$ cat config.mk
export PLATFORM = sky130hd
export DESIGN_NAME = round_seq_ctl
export DESIGN_NICKNAME = d
export VERILOG_FILES = /design/src/rtl/round_pkg.sv /design/src/rtl/flight_timer.sv /design/src/rtl/round_seq_ctl.sv
export SDC_FILE = /design/constraint.sdc
export NUM_CORES = 1
export LEC_CHECK = 0
export ABC_AREA = 0
export BUFFER_PORTS_ARGS = -buffer_cell sky130_fd_sc_hd__buf_4
export CAP_MARGIN = 30
export CORE_MARGIN = 5
export CORE_UTILIZATION = 45
export DETAILED_ROUTE_END_ITERATION = 7
export PLACE_DENSITY_LB_ADDON = 0.08
export SYNTH_ARGS = -nofsm -noshare
export SYNTH_HDL_FRONTEND = slang
export SYNTH_SLANG_ARGS = --single-unit
$ cat constraint.sdc
create_clock -name clk_i -period 2 [get_ports clk_i]
set_input_delay 0.4 -clock clk_i [delete_from_list [all_inputs] [get_ports clk_i]]
set_output_delay 0.4 -clock clk_i [all_outputs]
set_load 0.1 [all_outputs]
$ cat src/rtl/round_pkg.sv
// Shared types and default constants for the Duck Hunt round scheduler.
// dog_mode_t is also used by draw_dog_ctl.
package round_pkg;

  typedef enum logic [2:0] {
    IDLE,
    DOG_INTRO,
    FLY,
    REACT,
    ROUND_END,
    GAME_OVER
  } state_t;

  typedef enum logic [1:0] {
    INTRO = 2'd0,
    SHOW  = 2'd1,
    LAUGH = 2'd2
  } dog_mode_t;

  localparam int DEF_DUCKS_PER_ROUND = 10;
  localparam int DEF_MIN_HITS        = 6;
  localparam int DEF_SHOTS_PER_DUCK  = 3;
  localparam int DEF_FLIGHT_TIMEOUT  = 325_000_000;
  localparam int DEF_MAX_ROUND       = 99;

endpackage

$ cat src/rtl/flight_timer.sv
// Duck flight timer: counts cycles while enabled, flags the last cycle before escape.
module flight_timer
  import round_pkg::*;
#(
  parameter int FLIGHT_TIMEOUT = DEF_FLIGHT_TIMEOUT
) (
  input  logic clk_i,
  input  logic rst_i,
  input  logic clear_i,
  input  logic enable_i,
  output logic expired_o
);

  localparam int TW = $clog2(FLIGHT_TIMEOUT + 1);
  localparam logic [TW-1:0] LAST = TW'(FLIGHT_TIMEOUT - 1);

  logic [TW-1:0] count_q, count_d;

  always_comb begin
    count_d = count_q;
    if (clear_i) begin
      count_d = '0;
    end else if (enable_i && (count_q != LAST)) begin
      count_d = count_q + TW'(1);
    end
  end

  always_ff @(posedge clk_i) begin
    if (rst_i) begin
      count_q <= '0;
    end else begin
      count_q <= count_d;
    end
  end

  assign expired_o = enable_i && (count_q == LAST);

endmodule

$ cat src/rtl/round_seq_ctl.sv
// Duck Hunt round scheduler: sequences dog animations and duck flights,
// counts shots/hits/ducks per round and advances or ends the game.
//
// state     | meaning
// IDLE      | waiting for game_enable
// DOG_INTRO | dog intro sequence running
// FLY       | duck in flight, shots counted, flight timer running
// REACT     | dog show/laugh sequence after a hit or miss
// ROUND_END | one-cycle decision: next round or game over
// GAME_OVER | counters frozen until game_enable drops
module round_seq_ctl
  import round_pkg::*;
#(
  parameter int DUCKS_PER_ROUND = DEF_DUCKS_PER_ROUND,
  parameter int MIN_HITS        = DEF_MIN_HITS,
  parameter int SHOTS_PER_DUCK  = DEF_SHOTS_PER_DUCK,
  parameter int FLIGHT_TIMEOUT  = DEF_FLIGHT_TIMEOUT,
  parameter int MAX_ROUND       = DEF_MAX_ROUND
) (
  input  logic       clk_i,
  input  logic       rst_i,
  input  logic       game_enable_i,
  input  logic       shot_i,
  input  logic       duck_hit_i,
  input  logic       dog_done_i,
  output logic       dog_start_o,
  output logic [1:0] dog_mode_o,
  output logic       duck_start_o,
  output logic       duck_flee_o,
  output logic [1:0] shots_left_o,
  output logic [3:0] duck_idx_o,
  output logic [3:0] round_hits_o,
  output logic [7:0] round_num_o,
  output logic       game_over_o
);

  state_t    state_q, state_d;
  dog_mode_t dog_mode_q, dog_mode_d;
  logic      dog_start_q, dog_start_d;
  logic      duck_start_q, duck_start_d;
  logic      duck_flee_q, duck_flee_d;
  logic      game_over_q, game_over_d;
  logic [1:0] shots_q, shots_d;
  logic [3:0] idx_q, idx_d;
  logic [3:0] hits_q, hits_d;
  logic [7:0] round_q, round_d;
  logic [3:0] idx_inc;
  logic       expired;

  flight_timer #(
    .FLIGHT_TIMEOUT(FLIGHT_TIMEOUT)
  ) u_flight_timer (
    .clk_i    (clk_i),
    .rst_i    (rst_i),
    .clear_i  ((state_q != FLY) || !game_enable_i),
    .enable_i (state_q == FLY),
    .expired_o(expired)
  );

  assign idx_inc = idx_q + 4'd1;

  always_comb begin
    state_d      = state_q;
    dog_mode_d   = dog_mode_q;
    dog_start_d  = 1'b0;
    duck_start_d = 1'b0;
    duck_flee_d  = 1'b0;
    shots_d      = shots_q;
    idx_d        = idx_q;
    hits_d       = hits_q;
    round_d      = round_q;

    case (state_q)
      IDLE: begin
        state_d     = DOG_INTRO;
        dog_start_d = 1'b1;
        dog_mode_d  = INTRO;
      end
      DOG_INTRO: begin
        if (dog_done_i) begin
          state_d      = FLY;
          duck_start_d = 1'b1;
          shots_d      = 2'(SHOTS_PER_DUCK);
        end
      end
      FLY: begin
        if (shot_i && (shots_q != 2'd0)) begin
          shots_d = shots_q - 2'd1;
        end
        // A hit wins over a simultaneous last shot or timeout.
        if (duck_hit_i) begin
          hits_d      = hits_q + 4'd1;
          state_d     = REACT;
          dog_mode_d  = SHOW;
          dog_start_d = 1'b1;
        end else if ((shot_i && (shots_q == 2'd1)) || expired) begin
          duck_flee_d = 1'b1;
          dog_mode_d  = LAUGH;
          dog_start_d = 1'b1;
          state_d     = REACT;
        end
      end
      REACT: begin
        if (dog_done_i) begin
          idx_d = idx_inc;
          if (idx_inc == 4'(DUCKS_PER_ROUND)) begin
            state_d = ROUND_END;
          end else begin
            state_d      = FLY;
            duck_start_d = 1'b1;
            shots_d      = 2'(SHOTS_PER_DUCK);
          end
        end
      end
      ROUND_END: begin
        if (hits_q >= 4'(MIN_HITS)) begin
          if (round_q != 8'(MAX_ROUND)) begin
            round_d = round_q + 8'd1;
          end
          idx_d       = '0;
          hits_d      = '0;
          state_d     = DOG_INTRO;
          dog_start_d = 1'b1;
          dog_mode_d  = INTRO;
        end else begin
          state_d = GAME_OVER;
        end
      end
      GAME_OVER: state_d = GAME_OVER;
      default:   state_d = IDLE;
    endcase

    game_over_d = (state_d == GAME_OVER);

    // Dropping game_enable restores the reset picture from any state.
    if (!game_enable_i) begin
      state_d      = IDLE;
      dog_mode_d   = INTRO;
      dog_start_d  = 1'b0;
      duck_start_d = 1'b0;
      duck_flee_d  = 1'b0;
      shots_d      = '0;
      idx_d        = '0;
      hits_d       = '0;
      round_d      = 8'd1;
      game_over_d  = 1'b0;
    end
  end

  always_ff @(posedge clk_i) begin
    if (rst_i) begin
      state_q      <= IDLE;
      dog_mode_q   <= INTRO;
      dog_start_q  <= 1'b0;
      duck_start_q <= 1'b0;
      duck_flee_q  <= 1'b0;
      game_over_q  <= 1'b0;
      shots_q      <= '0;
      idx_q        <= '0;
      hits_q       <= '0;
      round_q      <= 8'd1;
    end else begin
      state_q      <= state_d;
      dog_mode_q   <= dog_mode_d;
      dog_start_q  <= dog_start_d;
      duck_start_q <= duck_start_d;
      duck_flee_q  <= duck_flee_d;
      game_over_q  <= game_over_d;
      shots_q      <= shots_d;
      idx_q        <= idx_d;
      hits_q       <= hits_d;
      round_q      <= round_d;
    end
  end

  assign dog_start_o  = dog_start_q;
  assign dog_mode_o   = dog_mode_q;
  assign duck_start_o = duck_start_q;
  assign duck_flee_o  = duck_flee_q;
  assign shots_left_o = shots_q;
  assign duck_idx_o   = idx_q;
  assign round_hits_o = hits_q;
  assign round_num_o  = round_q;
  assign game_over_o  = game_over_q;

endmodule

Word level (Yosys, flattened, before mapping)
Index checks and enable logic that the tools add are counted.
W data, S select, Z words.
{"block": "totals", "ramBits": 0, "memories": 0, "latch_bits": 0, "ff_bits": 56, "rom_bits": 0}
{"block": "op_classes", "shifts": 0, "magnitude_cmp": 1, "n_reduce_logical": 21, "n_addsub": 5, "div_mod_pow": 0, "n_bitwise": 2, "n_eq_ne": 19, "n_mul": 0, "n_mux": 29}
{"cell": "$add A29 B1 Y29 const B", "n": 1}
{"cell": "$eq A29 B29 Y1 const B", "n": 1}
{"cell": "$ne A29 B29 Y1 const B", "n": 1}
{"cell": "$mux W3", "n": 6}
{"cell": "$pmux W3 S6", "n": 1}
{"cell": "$pmux W4 S2", "n": 2}
{"cell": "$mux W2", "n": 7}
{"cell": "$mux W4", "n": 3}
{"cell": "$ne A2 B2 Y1 const B", "n": 6}
{"cell": "$pmux W2 S3", "n": 2}
{"cell": "$reduce_and A3 Y1", "n": 4}
{"cell": "$eq A3 B3 Y1 const B", "n": 3}
{"cell": "$add A4 B1 Y4 const B", "n": 2}
{"cell": "$add A8 B1 Y8 const B", "n": 1}
{"cell": "$ne A8 B7 Y1 const B", "n": 1}
{"cell": "$eq A3 B2 Y1 const B", "n": 2}
{"cell": "$mux W1", "n": 6}
{"cell": "$reduce_bool A2 Y1", "n": 3}
{"cell": "$reduce_bool A3 Y1", "n": 2}
{"cell": "$reduce_and A5 Y1", "n": 1}
{"cell": "$eq A4 B4 Y1 const B", "n": 1}
{"cell": "$ge A4 B3 Y1 const B", "n": 1}
{"cell": "$logic_and A1 B1 Y1", "n": 4}
{"cell": "$reduce_or A2 Y1", "n": 2}
{"cell": "other kinds (12)", "n": 14}

Depth between registers and ports, before layout
{"block": "logic_depth", "ltp_word": 7, "ltp_mapped": 7}

Hierarchy
A second synthesis with hierarchy kept.
{"block": "unflattened", "cells_unflattened": 337, "area_unflattened_um2": 2832.7}
{"module": "flight_timer", "cells_each": 174, "seq_area_each_um2": 580.6, "area_each_um2": 1448.9, "n_inst": 1}
{"module": "round_seq_ctl", "cells_each": 163, "seq_area_each_um2": 540.5, "area_each_um2": 1383.8, "n_inst": 1}

Worst setup path before layout
No wires, ideal clock.
{"block": "synth_timing", "path_type": "register to register", "from": "register hits_q[1] (netlist: round_hits_o[1])", "to": "register round_q[2] (netlist: round_num_o[2])", "required_ns": 1.929, "arrival_ns": 2.479, "path_buffers": 0, "path_stages_with_launch": 7, "synth_period_minus_slack_ns": 2.550, "slack_ns": -0.550, "path_cell_list": "dfxtp_1 > ha_1 > o21ai_1 > a211oi_2 > o21ai_1 > or3b_1 > a21oi_1"}
{"block": "synth_between", "elab_chain_len": 2}
{"item": "start: declaration", "line": "round_seq_ctl.sv:45", "rtl": "logic [3:0] hits_q, hits_d;"}
{"item": "start signal: assignment", "line": "round_seq_ctl.sv:171", "rtl": "hits_q <= hits_d;"}
{"item": "$ge A4 B3 Y1", "line": "round_seq_ctl.sv:116", "rtl": "if (hits_q >= 4'(MIN_HITS)) begin"}
{"item": "$reduce_and A3 Y1 (no source line)"}
{"item": "end signal: assignment", "line": "round_seq_ctl.sv:172", "rtl": "round_q <= round_d;"}
{"item": "end: declaration", "line": "round_seq_ctl.sv:46", "rtl": "logic [7:0] round_q, round_d;"}
Every way passes these cells.
A chain may end at the register's enable or synchronous reset.

Final worst setup path
{"block": "layout_timing", "from": "register u_flight_timer.count_q[10]", "to": "register dog_mode_q[0] (netlist: dog_mode_o[0])"}
{"block": "layout_between", "elab_chain_len": 5}
{"item": "start: declaration", "line": "flight_timer.sv:17", "rtl": "logic [TW-1:0] count_q, count_d;"}
{"item": "start signal: assignment", "line": "flight_timer.sv:32", "rtl": "count_q <= count_d;"}
{"item": "$eq A29 B29 Y1", "line": "flight_timer.sv:36", "rtl": "assign expired_o = enable_i && (count_q == LAST);"}
{"item": "$logic_and A1 B1 Y1", "line": "flight_timer.sv:36"}
{"item": "$logic_or A1 B1 Y1", "line": "round_seq_ctl.sv:96", "rtl": "end else if ((shot_i && (shots_q == 2'd1)) || expired) begin"}
{"item": "$ne A3 B3 Y1 (no source line)"}
{"item": "$reduce_and A3 Y1 (no source line)"}
{"item": "end signal: assignment", "line": "round_seq_ctl.sv:164", "rtl": "dog_mode_q <= dog_mode_d;"}
{"item": "end: declaration", "line": "round_seq_ctl.sv:38", "rtl": "dog_mode_t dog_mode_q, dog_mode_d;"}
Every way passes these cells.

==> summary.txt <==
Critical path
  • CP max stage cell: dfxtp_1
  • Startpoint types: register
  • R2R Path Start: u_flight_timer.count_q[10]
  • CP delay by family, top: simple AND/OR/NAND/NOR gates
  • R2R Path End: dog_mode_o[0]
  • Arr. time, crit path: 2.10 ns
  • Worst-path cell chain: nor4b_1 -> nand4_1 -> or2_1 -> and2_4 -> o31a_1
  • Setup CP Type: register to register
  • Max incr delay on CP: 0.37 ns
  • R2R Setup Slk: 0.12 ns
  • Crit-path max FO: 7
  • WP buf/inv: 0
  • CP Capture Type: register
  • FF-to-FF path depth: 5
  • Worst path required time: 2.21 ns

Timing
  • Final worst slack: 0.117 ns
  • Slew @ Worst Pin: 0.417 ns
  • Slew margin rel.: 72.1%
  • RSZ-0062 raised after global routing: no
  • Slew Viols, Final: 0
  • Worst Clk Skew: 0.00771 ns
  • Final min period: 1.88 ns
  • Final Hold Viols: 0
  • Fmax: 531 MHz
  • Period Utilization, post-route: 94.2%
  • Final setup violation count: 0
  • Setup TNS: 0 ns
  • Fin Hold WS: 0.411 ns

Synth
  • Synth Cell Area: 2770 um2
  • Adder-Cell Fraction of Synth Area: 3.62%
  • Synth Instances: 323
  • Synth Area in Compound Gates: 13.8%
  • Async SR Flop Fraction: 0%
  • Largest cells by area after synthesis: dfxtp_1, nor2_1, xnor2_1
  • Post-synthesis mux area share: 0.362%
  • Sequential cell area fraction in the yosys report: 40.5%
  • Yosys top cell area share: 40.5%
  • Post-Synth XOR/XNOR Area: 7.91%
  • Syn. warnings: 0
  • Synth Area in Simple Gates: 30.6%
  • Post-synth EDFFs: 0
  • FF+latch count, synth: 56
  • Post-synth top area cell: dfxtp_1
  • Largest family of logic cells by synthesized area: simple AND/OR/NAND/NOR gates
  • Syn avg cell area: 8.56 um2
  • Ys flop type: dfxtp_1
  • Mapped Nets: 337
  • Netlist cell types: 57

Drt
  • Post-route ant nets: 0
  • Routed wire per std cell: 13.6 um
  • Via count: 2416
  • Vias/cell: 5.47
  • DR DRC count: 0
  • Drt pass-1 iters: 4
  • Routed wire length: 6010 um
  • DR iter-0 viols: 111

Global routing
  • Largest net degree at the start of global routing: 30
  • First-pass GRT wire length: 10100 um
  • Antenna violations before repair: 0
  • GR Util All Layers: 16.3%
  • Global route total overflow: 0
  • Vias in the first global route: 2172

Finish
  • Antenna Cells: 0
  • Finished Core Util: 55.4%
  • Filler instances: 584
  • Layout cells sized above 1: 20.7%
  • Design area: 3300 um2
  • NumNets Final: 380
  • Syn-to-layout area delta: 19.2%
  • Final Non-Filler Cells: 442
  • Most frequent cells in the layout: dfxtp_1, buf_4, nor2_1

Min path
  • Hold depth: 3
  • Hold_sp: duck_hit_i
  • WHS Endpoint: duck_flee_o
  • Min-delay worst type: input pin to register

CTS
  • Cts-stage hold buffer count: 0
  • TritonCTS clock tree: yes
  • Clock root cell: clkbuf_8
  • Sinks on Clock Net: 56
  • Clock Latency Late Sink: 0.31 ns
  • Longest Clk Path Bufs: 2
  • Num CTS Buffers: 5
  • H-tree level count: 2
  • CTS clock-pin slew for the worst setup and hold paths: 0.10 ns

Power and ir drop
  • Leakage: 1.12 nW
  • Switching part of the total power: 22.3%
  • Overall Power: 1.96 mW
  • Pint: 1.53 mW
  • Clock share of power: 38.6%
  • Sequential power share: 57.2%
  • PD cells: 596 nW/um2
  • Switch Pwr: 438 uW
  • Combinational power share: 4.2%
  • Peak VDD IR: 398 uV

Floorplan
  • Die X: 88.4 um
  • CORE AREA: 5960 um2
  • Full die area: 7820 um2
  • Number of core rows: 28
  • Die Height: 88.4 um
  • Initial Util: 46.4%
  • Boundary Pins: 30

Place
  • GPL Wtd Cong: 0.812
  • Post-DP HPWL: 4350 um
  • Post-Place Cells: 431
  • Input/output buffers: 29
  • Dpl ws: 0.115 ns
  • DP Area: 3160 um2

Flow run
  • Max Cap Viol: 0

Status
  • Status: finished clean
## worst min-delay path, stage by stage
cell and delay (ns):
buf_4 0.10, or2_2 0.13, nor2_1 0.05
## synth_stat cells, types with 8 or more instances
cell type	count
nor2_1	43
dfxtp_1	56
ha_1	8
o21ai_0	15
or3_1	9
xnor2_1	13
nand3_1	10
nand2_1	23
inv_1	11
nand4_1	16
xor2_1	12
a21oi_1	22
## sequential cells by signal, indices dropped and copies added, names as in the netlist
name,cells
shots_left_o,2
u_flight_timer.count_q,29
duck_start_o,1
round_hits_o,4
dog_mode_o,2
game_over_o,1
duck_idx_o,4
dog_start_o,1
state_q,3
duck_flee_o,1
round_num_o,8
## cells by family after synthesis
kind of cell / count (synthesis)
adder cells (fa/ha/maj): 8
AND/OR/NAND/NOR: 149
buffers and inverters: 22
flip-flops: 56
multiplexers: 1
AO/OA/AOI/OAI: 62
XOR/XNOR: 25
## power by group through the flow
stage / Sequential [mW] / Combinational [mW] / Clock [mW]
after global placement: 1.15 / 0.0824 / 0
after detailed placement: 1.15 / 0.0824 / 0
final: 1.12 / 0.0825 / 0.758
after floorplan: 1.17 / 0.0336 / 0
after global routing: 1.12 / 0.0896 / 0.834
after CTS: 1.12 / 0.0829 / 0.782
## worst max path at each step
stage / startpoint / slack, ns / to / cells past startpoint
2_1_floorplan: round_hits_o[1] / -0.16 / round_num_o[2] / 6
3_3_place_gp: state_q[1] / 0.14 / u_flight_timer.count_q[18] / 6
3_5_place_dp: u_flight_timer.count_q[10] / 0.11 / dog_mode_o[0] / 5
4_1_cts: u_flight_timer.count_q[10] / 0.10 / dog_mode_o[0] / 5
5_1_grt: u_flight_timer.count_q[10] / 0.02 / dog_mode_o[0] / 5
6_report: u_flight_timer.count_q[10] / 0.12 / dog_mode_o[0] / 5
## area by class of cell
class	instances	area (um2)	share of cell area (%)
multi-input cells	245	1570	47.5
flip-flops and latches	56	1130	34.3
repair buffers	47	353	10.7
well taps	75	93.8	2.85
clock buffers	6	72.6	2.20
inverters	11	41.3	1.25
clock inverters	2	38.8	1.18
## metal layers
layer / GRT usage, % / routed length, um
met3: 3.45 / 240
met4: 5.36 / 70
met1: 23.6 / 3160
met5: 0 / 0
met2: 24.1 / 2540
## what timing repair did
item,in CTS,in global routing
setup buffers,0,3
resized for setup,0,2
hold endpoints to repair,0,0
endpoints found under the setup margin,0,4
No activity file was read; power rests on OpenSTA's default activity.
